`src/rtl/seq_serializer_if.sv`:
```
// Word-level valid/ready handshake feeding seq_serializer.
// The upstream producer is the master; the serializer is the slave.
interface seq_serializer_if #(
    parameter int WIDTH = 8
);
    logic [WIDTH-1:0] din;
    logic             din_valid;
    logic             din_ready;

    modport master (
        output din,
        output din_valid,
        input  din_ready
    );

    modport slave (
        input  din,
        input  din_valid,
        output din_ready
    );
endinterface

```
`src/rtl/seq_serializer.sv`:
```
// Parallel-to-serial stage for the 101 detectors: WIDTH-bit words out MSB-first, IDLE_BIT between frames.
// Define SEQ_SERIALIZER_SKID_EN to add a one-word holding register for gapless back-to-back frames.
//
// state | meaning
// IDLE  | no frame on x_out, line held at IDLE_BIT, ready for a word
// SHIFT | frame bits on x_out, MSB first, bit_cnt counts down to the LSB
module seq_serializer #(
    parameter int   WIDTH    = 8,
    parameter logic IDLE_BIT = 1'b0
) (
    input  logic            clk,
    input  logic            reset,
    seq_serializer_if.slave sif,
    output logic            x_out,
    output logic            x_valid,
    output logic            frame_end,
    output logic            busy
);
    localparam int CW = (WIDTH > 1) ? $clog2(WIDTH) : 1;
    localparam logic [CW-1:0] CNT_LOAD = CW'(WIDTH - 1);

    typedef enum logic {
        IDLE  = 1'b0,
        SHIFT = 1'b1
    } state_t;

    state_t           state;
    state_t           state_nxt;
    logic [WIDTH-1:0] sreg;
    logic [CW-1:0]    bit_cnt;
    logic             accept;
    logic             last_bit;
    logic             reload;

    assign accept   = sif.din_valid && sif.din_ready;
    assign last_bit = (state == SHIFT) && (bit_cnt == '0);

`ifdef SEQ_SERIALIZER_SKID_EN
    logic [WIDTH-1:0] hold;
    logic             hold_full;

    assign reload = last_bit && hold_full;

    always_ff @(posedge clk or negedge reset) begin
        if (!reset) begin
            hold      <= '0;
            hold_full <= 1'b0;
        end else if ((state == SHIFT) && accept) begin
            hold      <= sif.din;
            hold_full <= 1'b1;
        end else if (reload) begin
            hold_full <= 1'b0;
        end
    end
`else
    assign reload = 1'b0;
`endif

    always_ff @(posedge clk or negedge reset) begin
        if (!reset) begin
            state <= IDLE;
        end else begin
            state <= state_nxt;
        end
    end

    always_comb begin
        state_nxt = state;
        case (state)
            IDLE:    if (accept) state_nxt = SHIFT;
            SHIFT:   if (last_bit && !reload) state_nxt = IDLE;
            default: state_nxt = IDLE;
        endcase
    end

    // A back-to-back word is taken from hold at the LSB edge, so the next MSB follows with no gap.
    always_ff @(posedge clk or negedge reset) begin
        if (!reset) begin
            sreg    <= '0;
            bit_cnt <= '0;
        end else if (state == IDLE) begin
            if (accept) begin
                sreg    <= sif.din;
                bit_cnt <= CNT_LOAD;
            end
        end else if (reload) begin
`ifdef SEQ_SERIALIZER_SKID_EN
            sreg    <= hold;
`endif
            bit_cnt <= CNT_LOAD;
        end else begin
            sreg    <= {sreg[WIDTH-2:0], 1'b0};
            bit_cnt <= last_bit ? '0 : bit_cnt - CW'(1);
        end
    end

    always_comb begin
        x_out     = IDLE_BIT;
        x_valid   = 1'b0;
        frame_end = 1'b0;
        busy      = 1'b0;
`ifdef SEQ_SERIALIZER_SKID_EN
        sif.din_ready = !hold_full;
`else
        sif.din_ready = (state == IDLE);
`endif
        if (state == SHIFT) begin
            x_out     = sreg[WIDTH-1];
            x_valid   = 1'b1;
            frame_end = last_bit;
            busy      = 1'b1;
        end
    end
endmodule
```
`src/flat_wrapper.sv`:
```
// flat-port wrapper written by rule: the top's interface ports become plain ports
module seq_serializer_flat 
#(
    parameter int   WIDTH    = 8,
    parameter logic IDLE_BIT = 1'b0
)
  (clk, reset, x_out, x_valid, frame_end, busy, sif_din, sif_din_valid, sif_din_ready);
  seq_serializer_if #(.WIDTH(WIDTH)) sif_i ();
  input  logic clk;
  input  logic reset;
  output logic x_out;
  output logic x_valid;
  output logic frame_end;
  output logic busy;
  input wire logic [$bits(sif_i.din)-1:0] sif_din;
  input wire logic [$bits(sif_i.din_valid)-1:0] sif_din_valid;
  output wire logic [$bits(sif_i.din_ready)-1:0] sif_din_ready;
  assign sif_i.din = sif_din;
  assign sif_i.din_valid = sif_din_valid;
  assign sif_din_ready = sif_i.din_ready;
  seq_serializer #(.WIDTH(WIDTH), .IDLE_BIT(IDLE_BIT)) u_core (.clk(clk), .reset(reset), .sif(sif_i), .x_out(x_out), .x_valid(x_valid), .frame_end(frame_end), .busy(busy));
endmodule
```
`config.mk`:
```
export PLATFORM = sky130hd
export DESIGN_NAME = seq_serializer_flat
export DESIGN_NICKNAME = d
export VERILOG_FILES = /design/src/rtl/seq_serializer_if.sv /design/src/rtl/seq_serializer.sv /design/src/flat_wrapper.sv
export SDC_FILE = /design/constraint.sdc
export NUM_CORES = 1
export LEC_CHECK = 0
export BUFFER_PORTS_ARGS = -buffer_cell sky130_fd_sc_hd__buf_2
export CORE_AREA = 4 4 41 43
export DETAILED_ROUTE_END_ITERATION = 8
export DIE_AREA = 0 0 45 47
export PLACE_DENSITY = 0.78
export SETUP_SLACK_MARGIN = 0.2
export SYNTH_ARGS = -nofsm -noshare
export SYNTH_HDL_FRONTEND = slang
export SYNTH_SLANG_ARGS = --single-unit
```
`constraint.sdc`:
```
create_clock -name clk -period 1.5 [get_ports clk]
set_clock_uncertainty 0.15 [all_clocks]
set_input_delay 0.075 -clock clk [delete_from_list [all_inputs] [get_ports clk]]
set_output_delay 0.075 -clock clk [all_outputs]
set_load 0.01 [all_outputs]
```
== Word level (Yosys, flattened, before mapping) ==
Cells that the tools add are included.
Storage, ports and cells
  register bits after elaboration: 12
  input bits: 11
Cells by class
  reductions and logical operators: 4
  muxes and demuxes: 11
  $add $sub $neg: 1
  bitwise gates (word level): 1
Operators with widths (number)
  8-bit two-way mux: 2
  3-bit two-way mux: 3
  1-bit two-way mux: 5
  3-bit zero test: 1
  3-bit by 1-bit subtractor with 3-bit output, second input constant: 1
  1-bit logical AND: 2
  1-bit case mux with 2 select lines: 1
  2-bit nonzero test: 1
  1-bit inverter: 1

== Depth between registers and ports, before layout ==
Gate-level depths: netlist of the first run.
  depth in word-level cells: 4
  gate-level depth with buffers: 5
  gate-level depth less buffers: 5

== Least setup slack after synthesis of the first run ==
No wires, ideal clock.
  path type: reg-to-reg
  from: register u_core.bit_cnt[0]
  to: register u_core.bit_cnt[2]
  buffers on the path: 0
  arrival: 1024 ps
  path slack: 244 ps
  required time: 1268 ps
  setup time: 82 ps
  cell stages (with the launch flop): 6
  path through: dfrtp_1 > inv_1 > ha_1 > ha_1 > nand2b_1 > o22ai_1
On the way
  longest elaborated chain between the ends: 4
  elaborated cells on any way between the ends: 5
  classes of those cells: add/sub: 1; mux: 2; reduce/logical: 2
Ends and longest elaborated chain
  start, declared: RTL line seq_serializer.sv:30  | logic [CW-1:0] bit_cnt;
  start signal, assigned: RTL line seq_serializer.sv:93  | bit_cnt <= last_bit ? '0 : bit_cnt - CW'(1);
  branches (longest 2 deep; another with 3-bit by 1-bit subtractor with 3-bit output)
  3-bit two-way mux (*): RTL line seq_serializer.sv:93
  3-bit two-way mux (*): RTL line seq_serializer.sv:81  | end else if (state == IDLE) begin
Every way passes the cells marked *.
A chain may end at the register's enable or synchronous reset.

== Worst setup path in the final report of the first run ==
  from: register u_core.bit_cnt[0]
  to: output port frame_end
On the way
  longest elaborated chain between the ends: 3
Ends and longest elaborated chain
  3-bit zero test: RTL line seq_serializer.sv:36  | assign last_bit = (state == SHIFT) && (bit_cnt == '0);
  1-bit logical AND: RTL line seq_serializer.sv:36
  1-bit two-way mux: RTL line seq_serializer.sv:107  | if (state == SHIFT) begin
  end, declared: RTL line flat_wrapper.sv:13  | output logic frame_end;
No other way between the ends.

==> reports/results.txt, run 1 <==
FMAX -> 679 MHz
DRC Markers -> 0
post-synth top area share -> 51.6%
max-cap violations -> 0
Max Slew Vio Count -> 0
RR Endpoint -> u_core.bit_cnt[2]$_DFFE_PN0P_
Cell Area, Placed -> 654 um^2
CTS tree -> built
initial antenna violation count -> 0
largest net degree at the start of global routing -> 14
fin crit share -> 98.2%
syn_nets -> 69
vias in the first global route -> 462
Distinct cells, synth -> 15
clock latency on the worst-skew pair -> 260 ps
PortBufs -> 15
First-pass DRT Iterations -> 4
gr usage total -> 14.4%
TritonCTS Buffers -> 3
flops & latches, synth -> 12
DIE AREA -> 2120 um^2
maximum buffer depth of the clock tree -> 2
P_leak -> 0.461 nW
Initial Util -> 44.7%
Antenna Violating Nets Remaining -> 0
worst r2r src -> u_core.bit_cnt[0]$_DFFE_PN0P_
CP Class -> flop to output port
number of H-tree levels -> 1
Worst VDD drop -> 987 uV
crit end category -> output port
WL/cell -> 12.4 um
area grow syn2layout -> 54.4%
DRT iter0 DRCs -> 3
core area -> 1300 um^2
Slew @ Worst Pin -> 312 ps
final instance area -> 898 um^2
Post-Syn Area -> 582 um^2
placer congestion estimate -> 0.594
WL final -> 1320 um
worst reg-to-reg setup slack -> 150 ps
Yosys Warn Count -> 0
Tmin final -> 1470 ps
Via Count -> 504
most common cell after layout, fill and taps aside -> buf_2
Site Rows -> 13
Crit path arrival time -> 1250 ps
Die Span Y -> 47 um
Clock Sinks -> 12
final setup vio count -> 0
first-pass GRT wire length -> 2140 um
Post-Synthesis Cells -> 56
highest-count cells in the layout ignoring fill and taps -> buf_2, dfrtp_1, dlygate4sd3_1, mux2i_1, buf_4
GRT Residual Overflow -> 0
final hold vios -> 0
largest fanout on the critical path -> 2
Rel. slew slack -> 79.2%
total power -> 1.66 mW
Root Driver -> clkbuf_4
pwr/cell area -> 1850 nW/um^2
status -> complete, no violations
startpoint types -> flop
Yosys top cell by area -> dfrtp_1
layout cell share with drive strength beyond 1 -> 42.9%
number of diodes -> 0
Worst Hold Class -> primary input to flop
RSZ-0062 raised after global routing -> true
vias per cell -> 4.75
I/O pins -> 16
Reg clk slew, reported paths -> 80 ps
CP Data Required Time -> 1270 ps
syn avg cell area -> 10.4 um^2
Worst Setup SP -> u_core.bit_cnt[0]$_DFFE_PN0P_
dominant cells by area after synthesis -> dfrtp_1, mux2i_1, nand2_1, ha_1, o21ai_0
Detailed Place HPWL -> 745 um
# fillers -> 109
Critical path destination -> frame_end
register area share after synthesis -> 51.6%
reg2reg path depth -> 6
Nets -> 105
DIE WIDTH -> 45 um
==> cell families after synthesis <==
logic type               count (synthesis)  share of synthesized area [%]
AO/OA/AOI/OAI                           13                           13.1
AND/OR/NAND/NOR                         12                           9.03
flip-flops                              12                           51.6
buffers and inverters                    9                           8.17
multiplexers                             8                           13.8
adder cells (fa/ha/maj)                  2                           4.30
==> cell usage after synthesis <==
cell type	count
and2_1	2
nand2_1	7
buf_2	2
o21ai_0	5
mux2i_1	8
inv_1	5
ha_1	2
nand2b_1	1
nor2_1	2
o22ai_1	1
dfrtp_1	12
buf_6	1
o21ai_1	5
buf_4	1
o31a_2	2
==> power breakdown <==
part	switching [mW]	total [mW]	leakage, nW	internal, mW
Combinational	0.373	0.850	0.293	0.477
Sequential	0.0916	0.562	0.148	0.470
Clock	0.104	0.251	0.0210	0.147
Total	0.568	1.66	0.461	1.09
==> sequential cells by signal, summed over array words and instances, names as in the netlist <==
signal,count
u_core.sreg,8
u_core.bit_cnt,3
u_core.state,1
==> worst min path at each step <==
stage / startpoint / end / slack (ps) / cells past startpoint
2_1_floorplan: reset / u_core.bit_cnt[0]$_DFFE_PN0P_ / -370 / 0
5_1_grt: sif_din_valid / u_core.state$_DFF_PN0_ / 50 / 3
4_1_cts: sif_din_valid / u_core.state$_DFF_PN0_ / 40 / 3
3_3_place_gp: reset / u_core.sreg[0]$_DFFE_PN0P_ / -190 / 1
6_report: sif_din_valid / u_core.state$_DFF_PN0_ / 40 / 3
3_5_place_dp: reset / u_core.sreg[0]$_DFFE_PN0P_ / -180 / 1
==> per-stage QoR <==
| stage | cells | utilization [%] | setup TNS (ps) | worst slack, ps | hold WS (ps) |
|---|---|---|---|---|---|
| after global placement | 83 | 50.3 | 0 | 181 | -187 |
| after floorplan | 56 | - | 0 | 244 | -371 |
| after CTS | 103 | 66.6 | 0 | 9.44 | 40.2 |
| final | 106 | 69.0 | 0 | 26.5 | 43.4 |
| after detailed placement | 83 | 50.3 | 0 | 111 | -185 |
| after global routing | 106 | 69.0 | -36.3 | -36.3 | 49.5 |
==> final cells by class <==
cell class	instances	area, um^2	share of cell area (%)
Sequential cell	12	302	33.6
Multi-Input combinational cell	35	270	30.1
Timing Repair Buffer	35	253	28.1
Clock buffer	4	36.3	4.04
Inverter	5	18.8	2.09
Tap cell	15	18.8	2.09
==> worst max-delay path, stage by stage (launching register included) <==
cell and delay (ps):
dfrtp_1 350, inv_1 50, ha_2 190, ha_4 160, and2_1 120, buf_2 130
==> layer usage <==
metal | vias up | share of wire (%) | track usage, %
met1 | 237 | 44 | 17.1
met5 | - | 0 | 0
li1 | 257 | - | -
met4 | 0 | 0.61 | 3.51
met3 | 2 | 3.1 | 3.45
met2 | 8 | 52 | 26.3
==> what timing repair did <==
action | 4_1_cts | 5_1_grt
hold buffers | 9 | 0
pin swaps | 3 | 4
buffers inserted | 7 | 3
endpoints found under the hold margin | 20 | 0
gates resized for setup | 11 | 3
endpoints found under the setup margin | 7 | 7
Power figures use the tool's default switching activity.
==> inputs of run 2 (changes only) <==
Settings changed: PLACE_DENSITY 0.78 to default, PLACE_DENSITY_LB_ADDON from default to 0.08.
==> run 2 against run 1 <==
  * Flip-flop and latch count stayed put
  * Critical path depth stayed put
  * Clock power is 2% lower
  * Sequential power is 3.7% higher
  * First-iteration DRC count is 33% higher
  * Combinational power is 11% higher
  * Global-route usage is 1.2 points lower
  * Die area stayed put
  * Non-clock buffer count is 1 lower
  * Critical endpoint unchanged
  * Largest cell class unchanged
==> reports/results.txt, run 2 (synthesis gave the netlist of run 1 again) <==
cell chain of the critical path -> inv_1 -> ha_2 -> ha_4 -> and2_4 -> buf_6 (was inv_1 -> ha_2 -> ha_4 -> and2_1 -> buf_2)
TritonCTS Buffers -> 3 (unchanged)
Largest Register -> u_core.sreg (unchanged)
I/O pins -> 16 (unchanged)
Tmin final -> 1480 ps (was 1470 ps)
worst r2r src -> u_core.bit_cnt[0]$_DFFE_PN0P_ (unchanged)
Worst VDD drop -> 1080 uV (was 987 uV)
WL final -> 1260 um (was 1320 um)
Max Slew Vio Count -> 0 (unchanged)
clock latency on the worst-skew pair -> 260 ps (about the same)
slowest stage delay, CP -> 360 ps (was 350 ps)
reg2reg path depth -> 7 (was 6)
CP Class -> flop to output port (unchanged)
worst reg-to-reg setup slack -> 30 ps (was 150 ps)
pre-CTS setup slack -> 141 ps (was 111 ps)
total power -> 1.77 mW (was 1.66 mW)
Slew @ Worst Pin -> 308 ps (was 312 ps)
Reg clk slew, reported paths -> 80 ps (about the same)
area grow syn2layout -> 62.8% (was 54.4%)
Clock Sinks -> 12 (unchanged)
vias in the first global route -> 492 (was 462)
placer congestion estimate -> 0.733 (was 0.594)
largest fanout on the critical path -> 2 (unchanged)
gr usage total -> 13.2% (was 14.4%)
DIE AREA -> 2120 um^2 (unchanged)
Site Rows -> 13 (unchanged)
CP Data Required Time -> 1270 ps (about the same)
final setup vio count -> 0 (unchanged)
layout cell share with drive strength beyond 1 -> 46.7% (was 42.9%)
Via Count -> 500 (was 504)
WL/cell -> 12.0 um (was 12.4 um)
Rel. slew slack -> 79.5% (was 79.2%)
Top Registers -> u_core.sreg x8, u_core.bit_cnt x3, u_core.state x1 (unchanged)
worst path buffer plus inverter count -> 2 (unchanged)
status -> complete, no violations (unchanged)
P_leak -> 0.473 nW (was 0.461 nW)
highest-count cells in the layout ignoring fill and taps -> dfrtp_1, buf_2, dlygate4sd3_1, mux2i_1, buf_4 (was buf_2, dfrtp_1, dlygate4sd3_1, mux2i_1, buf_4)
CTS tree -> built (unchanged)
RSZ-0062 raised after global routing -> true (unchanged)
Critical path destination -> frame_end (unchanged)
most common cell after layout, fill and taps aside -> dfrtp_1 (was buf_2)
startpoint types -> flop (unchanged)
crit end category -> output port (unchanged)
PortBufs -> 15 (unchanged)
Initial Util -> 44.7% (unchanged)
pwr/cell area -> 1870 nW/um^2 (was 1850 nW/um^2)
CP max-delay cell -> dfrtp_1 (unchanged)
DRT iter0 DRCs -> 4 (was 3)
final hold vios -> 0 (unchanged)
Top delay family on crit path -> flip-flops (unchanged)
Worst Setup SP -> u_core.bit_cnt[0]$_DFFE_PN0P_ (unchanged)
vias per cell -> 4.76 (was 4.75)
Crit path arrival time -> 1260 ps (was 1250 ps)
First-pass DRT Iterations -> 2 (was 4)
CP Depth -> 5 (unchanged)
max-cap violations -> 0 (unchanged)
GRT Residual Overflow -> 0 (unchanged)
DIE WIDTH -> 45 um (unchanged)
core area -> 1300 um^2 (unchanged)
Detailed Place HPWL -> 819 um (was 745 um)
area of the multi-input gates -> 279 um^2 (was 270 um^2)
register area -> 302 um^2 (unchanged)
Die Span Y -> 47 um (unchanged)
first-pass GRT wire length -> 2060 um (was 2140 um)
# fillers -> 88 (was 109)
max reg flops -> 8 (unchanged)
RR Endpoint -> u_core.bit_cnt[2]$_DFFE_PN0P_ (unchanged)
number of H-tree levels -> 1 (unchanged)
Antenna Violating Nets Remaining -> 0 (unchanged)
Worst Hold Class -> primary input to flop (unchanged)
Root Driver -> clkbuf_4 (unchanged)
Worst Slack Setup Final -> 18.4 ps (was 26.5 ps)
number of diodes -> 0 (unchanged)
FMAX -> 675 MHz (was 679 MHz)
initial antenna violation count -> 0 (unchanged)
DRC Markers -> 0 (unchanged)
maximum buffer depth of the clock tree -> 2 (unchanged)
fin crit share -> 98.8% (was 98.2%)
largest net degree at the start of global routing -> 16 (was 14)
Nets -> 104 (was 105)
## run 2: changes by cell type in the layout (fill, tap and decap cells not counted), sizes merged
cell,before,now
inv,5,4
clkbuf,5,4
clkinv,0,1
## run 2: how the worst min path moves through the flow
| stage | start | endpoint | slack [ps] | cells after the start |
|---|---|---|---|---|
| detailed placement | reset | u_core.bit_cnt[2]$_DFFE_PN0P_ | -180 | 1 |
| global placement | reset | u_core.bit_cnt[0]$_DFFE_PN0P_ | -180 | 1 |
| floorplan | reset | u_core.bit_cnt[0]$_DFFE_PN0P_ | -370 | 0 |
| global route | sif_din_valid | u_core.state$_DFF_PN0_ | 50 | 3 |
| CTS | sif_din_valid | u_core.state$_DFF_PN0_ | 50 | 3 |
| finish | sif_din_valid | u_core.state$_DFF_PN0_ | 50 | 3 |
## run 2: area by class of cell
cell class | instances | area share (%)
multi-input combinational | 35 | 29.5
timing repair buffer | 34 | 30.4
clock buffer | 4 | 3.83
inverter | 5 | 2.51
tap | 15 | 1.98
sequential | 12 | 31.8
## run 2: worst reg2reg max path, delay by kind of cell, from the launching register on
kind | cells | cell delay [ps]
adder cells (fa/ha/maj) | 2 | 340
AND/OR/NAND/NOR | 1 | 140
buffers and inverters | 3 | 280
AO/OA/AOI/OAI | 1 | 130
flip-flops | 1 | 360
## run 2: metrics by stage
step,TNS [ps],area [um^2],utilization [%],cells,hold WS [ps]
after floorplan,0,582,-,56,-371
after global placement,0,667,51.2,83,-177
after detailed placement,0,667,51.2,83,-182
after CTS,-1.62,853,65.6,100,51.4
after global routing,-80.5,947,72.8,105,50.0
final,0,947,72.8,105,52.8
## run 2: repair_timing
action	in CTS	in global routing
hold buffers	9	0
resized for setup	11	13
pin swaps	3	3
endpoints found under the hold margin	20	0
setup buffers	4	5
setup endpoints to repair	9	9
## run 2: routing by layer
metal | track usage, % | vias to the layer above | part of all wire, %
met3 | 5.36 | 0 | 3.5
li1 | - | 256 | -
met5 | 0 | - | 0
met1 | 15.0 | 231 | 45
met2 | 24.0 | 13 | 51
met4 | 1.75 | 0 | 0
## run 2: power by group
group          switching [mW]  total, mW  internal (mW)
sequential              0.113      0.583          0.470
clock                  0.0984      0.245          0.147
combinational           0.371      0.942          0.572
==> inputs of run 3 (changes only) <==
Clock period 1.5 ns to 1.7 ns, I/O delays scaled along.
==> run 3 against run 2 <==
  * Total power down 29%
  * Largest power group unchanged
  * Combinational power fell by 45%
  * Critical endpoint unchanged
  * Worst hold slack better by 6.3 ps
  * Clock-buffer cell count did not move
  * Highest routed layer is now met4
==> reports/results.txt, run 3 (synthesis gave the netlist of run 1 again) <==
Rel. slew slack -> 79.4% (was 79.5%)
Worst VDD drop -> 724 uV (was 1080 uV)
vias in the first global route -> 479 (was 492)
DIE WIDTH -> 45 um (unchanged)
CP Data Required Time -> 1460 ps (was 1270 ps)
# fillers -> 106 (was 88)
Initial Util -> 44.7% (unchanged)
Antenna Violating Nets Remaining -> 0 (unchanged)
Reg clk slew, reported paths -> 80 ps (about the same)
First-pass DRT Iterations -> 4 (was 2)
WL final -> 1300 um (was 1260 um)
area of the multi-input gates -> 249 um^2 (was 279 um^2)
status -> complete, no violations (unchanged)
Tmin final -> 1510 ps
clock latency on the worst-skew pair -> 270 ps (was 260 ps)
max reg flops -> 8 (unchanged)
hold_ws -> 59.1 ps (was 52.8 ps)
Worst Hold Class -> primary input to async pin (was primary input to flop)
Worst Setup SP -> u_core.bit_cnt[1]$_DFFE_PN0P_ (was u_core.bit_cnt[0]$_DFFE_PN0P_)
largest net degree at the start of global routing -> 22 (was 16)
area grow syn2layout -> 40.9% (was 62.8%)
CP max-delay cell -> dfrtp_1 (unchanged)
Clock Sinks -> 12 (unchanged)
I/O pins -> 16 (unchanged)
placed cells -> 83 (unchanged)
crit end category -> output port (unchanged)
final hold vios -> 0 (unchanged)
worst r2r src -> u_core.bit_cnt[1]$_DFFE_PN0P_ (was u_core.bit_cnt[0]$_DFFE_PN0P_)
DIE AREA -> 2120 um^2 (unchanged)
Detailed Place HPWL -> 795 um (was 819 um)
most common cell after layout, fill and taps aside -> buf_2 (was dfrtp_1)
final setup vio count -> 0 (unchanged)
worst path buffer plus inverter count -> 2 (unchanged)
DRC Markers -> 0 (unchanged)
PortBufs -> 15 (unchanged)
layout cell share with drive strength beyond 1 -> 33.3% (was 46.7%)
RSZ-0062 raised after global routing -> true (unchanged)
core area -> 1300 um^2 (unchanged)
worst reg-to-reg setup slack -> 320 ps (was 30 ps)
startpoint types -> flop (unchanged)
Crit path arrival time -> 1280 ps (was 1260 ps)
Slew @ Worst Pin -> 309 ps (was 308 ps)
WL/cell -> 13.1 um (was 12.0 um)
Via Count -> 490 (was 500)
pwr/cell area -> 1540 nW/um^2 (was 1870 nW/um^2)
DRT iter0 DRCs -> 6 (was 4)
total power -> 1.26 mW (was 1.77 mW)
setup tns final -> 0 ps (unchanged)
maximum buffer depth of the clock tree -> 2 (unchanged)
slowest stage delay, CP -> 360 ps (about the same)
max-cap violations -> 0 (unchanged)
fin crit share -> 88.9%
P_leak -> 0.420 nW (was 0.473 nW)
GRT Residual Overflow -> 0 (unchanged)
non-filler cells, final -> 99 (was 105)
Largest Register -> u_core.sreg (unchanged)
Site Rows -> 13 (unchanged)
placer congestion estimate -> 0.651 (was 0.733)
Nets -> 98 (was 104)
FMAX -> 661 MHz
Max Slew Vio Count -> 0 (unchanged)
cell chain of the critical path -> inv_1 -> ha_2 -> ha_4 -> and2_1 -> buf_2 (was inv_1 -> ha_2 -> ha_4 -> and2_4 -> buf_6)
Top delay family on crit path -> flip-flops (unchanged)
number of diodes -> 0 (unchanged)
number of H-tree levels -> 1 (unchanged)
vias per cell -> 4.95 (was 4.76)
gr usage total -> 14.1% (was 13.2%)
highest-count cells in the layout ignoring fill and taps -> buf_2, dfrtp_1, dlygate4sd3_1, mux2i_1, nand2_1 (was dfrtp_1, buf_2, dlygate4sd3_1, mux2i_1, buf_4)
Die Span Y -> 47 um (unchanged)
largest fanout on the critical path -> 2 (unchanged)
TritonCTS Buffers -> 3 (unchanged)
first-pass GRT wire length -> 2040 um (was 2060 um)
register area -> 302 um^2 (unchanged)
CP Class -> flop to output port (unchanged)
initial antenna violation count -> 0 (unchanged)
Root Driver -> clkbuf_4 (unchanged)
Top Registers -> u_core.sreg x8, u_core.bit_cnt x3, u_core.state x1 (unchanged)
CTS tree -> built (unchanged)
==> run 3: cell types whose count changed in the layout (fill, tap and decap cells not counted), moves of 2 or more <==
cell and delta:
o21ai_2 -3, buf_2 +5, buf_6 -6, o21ai_0 +3
buf_4 -5, and2_4 -2, and2_1 +2
==> run 3: routing by layer <==
metal / share of wire, % / global-route usage, % / vias to the layer above
li1: - / - / 244
met1: 48 / 16.3 / 233
met2: 47 / 22.6 / 11
met3: 4.2 / 4.60 / 2
met4: 0.69 / 8.77 / 0
met5: 0 / 0 / -
==> run 3: timing repair <==
item / CTS / global route
resized for setup: 3 / 1
setup endpoints to repair: 3 / 2
hold endpoints to repair: 20 / 0
pin swaps: 1 / 1
hold buffers: 9 / 0
cloned: 0 / 0
buffers inserted: 2 / 1
==> run 3: stage by stage <==
stage	area [um^2]	setup slack, ps	util (%)
6_report	820	188	63.0
3_5_place_dp	654	343	50.3
3_3_place_gp	654	355	50.3
5_1_grt	820	114	63.0
2_1_floorplan	582	444	-
4_1_cts	802	162	61.6
==> run 3: cell type report <==
cell class / count / area share, %
multi-input cells: 35 / 30.4
flip-flops and latches: 12 / 36.8
clock buffers: 4 / 4.43
repair buffers: 28 / 23.8
inverters: 5 / 2.29
well taps: 15 / 2.29
==> run 3: final timing paths <==
path,endpoint,cells after the start
worst max-delay path,frame_end,5
worst min-delay path,u_core.bit_cnt[0]$_DFFE_PN0P_,2
min in group clk,u_core.state$_DFF_PN0_,3
max in group asynchronous,u_core.state$_DFF_PN0_,2
worst min register to register,u_core.sreg[1]$_DFFE_PN0P_,2
worst max register to register,u_core.bit_cnt[2]$_DFFE_PN0P_,6
==> run 3: worst reg2reg max path: stages, from the launching register on <==
cell and delay [ps]:
dfrtp_1 360, inv_1 50, ha_2 180, ha_4 150, buf_4 130, nand2b_1 140
o22ai_1 150
==> run 3: report_power, final <==
group / switching (mW) / internal [mW] / leakage (nW)
logic: 0.248 / 0.274 / 0.251
registers: 0.0936 / 0.415 / 0.148
clock network: 0.103 / 0.130 / 0.0210
total: 0.444 / 0.819 / 0.420
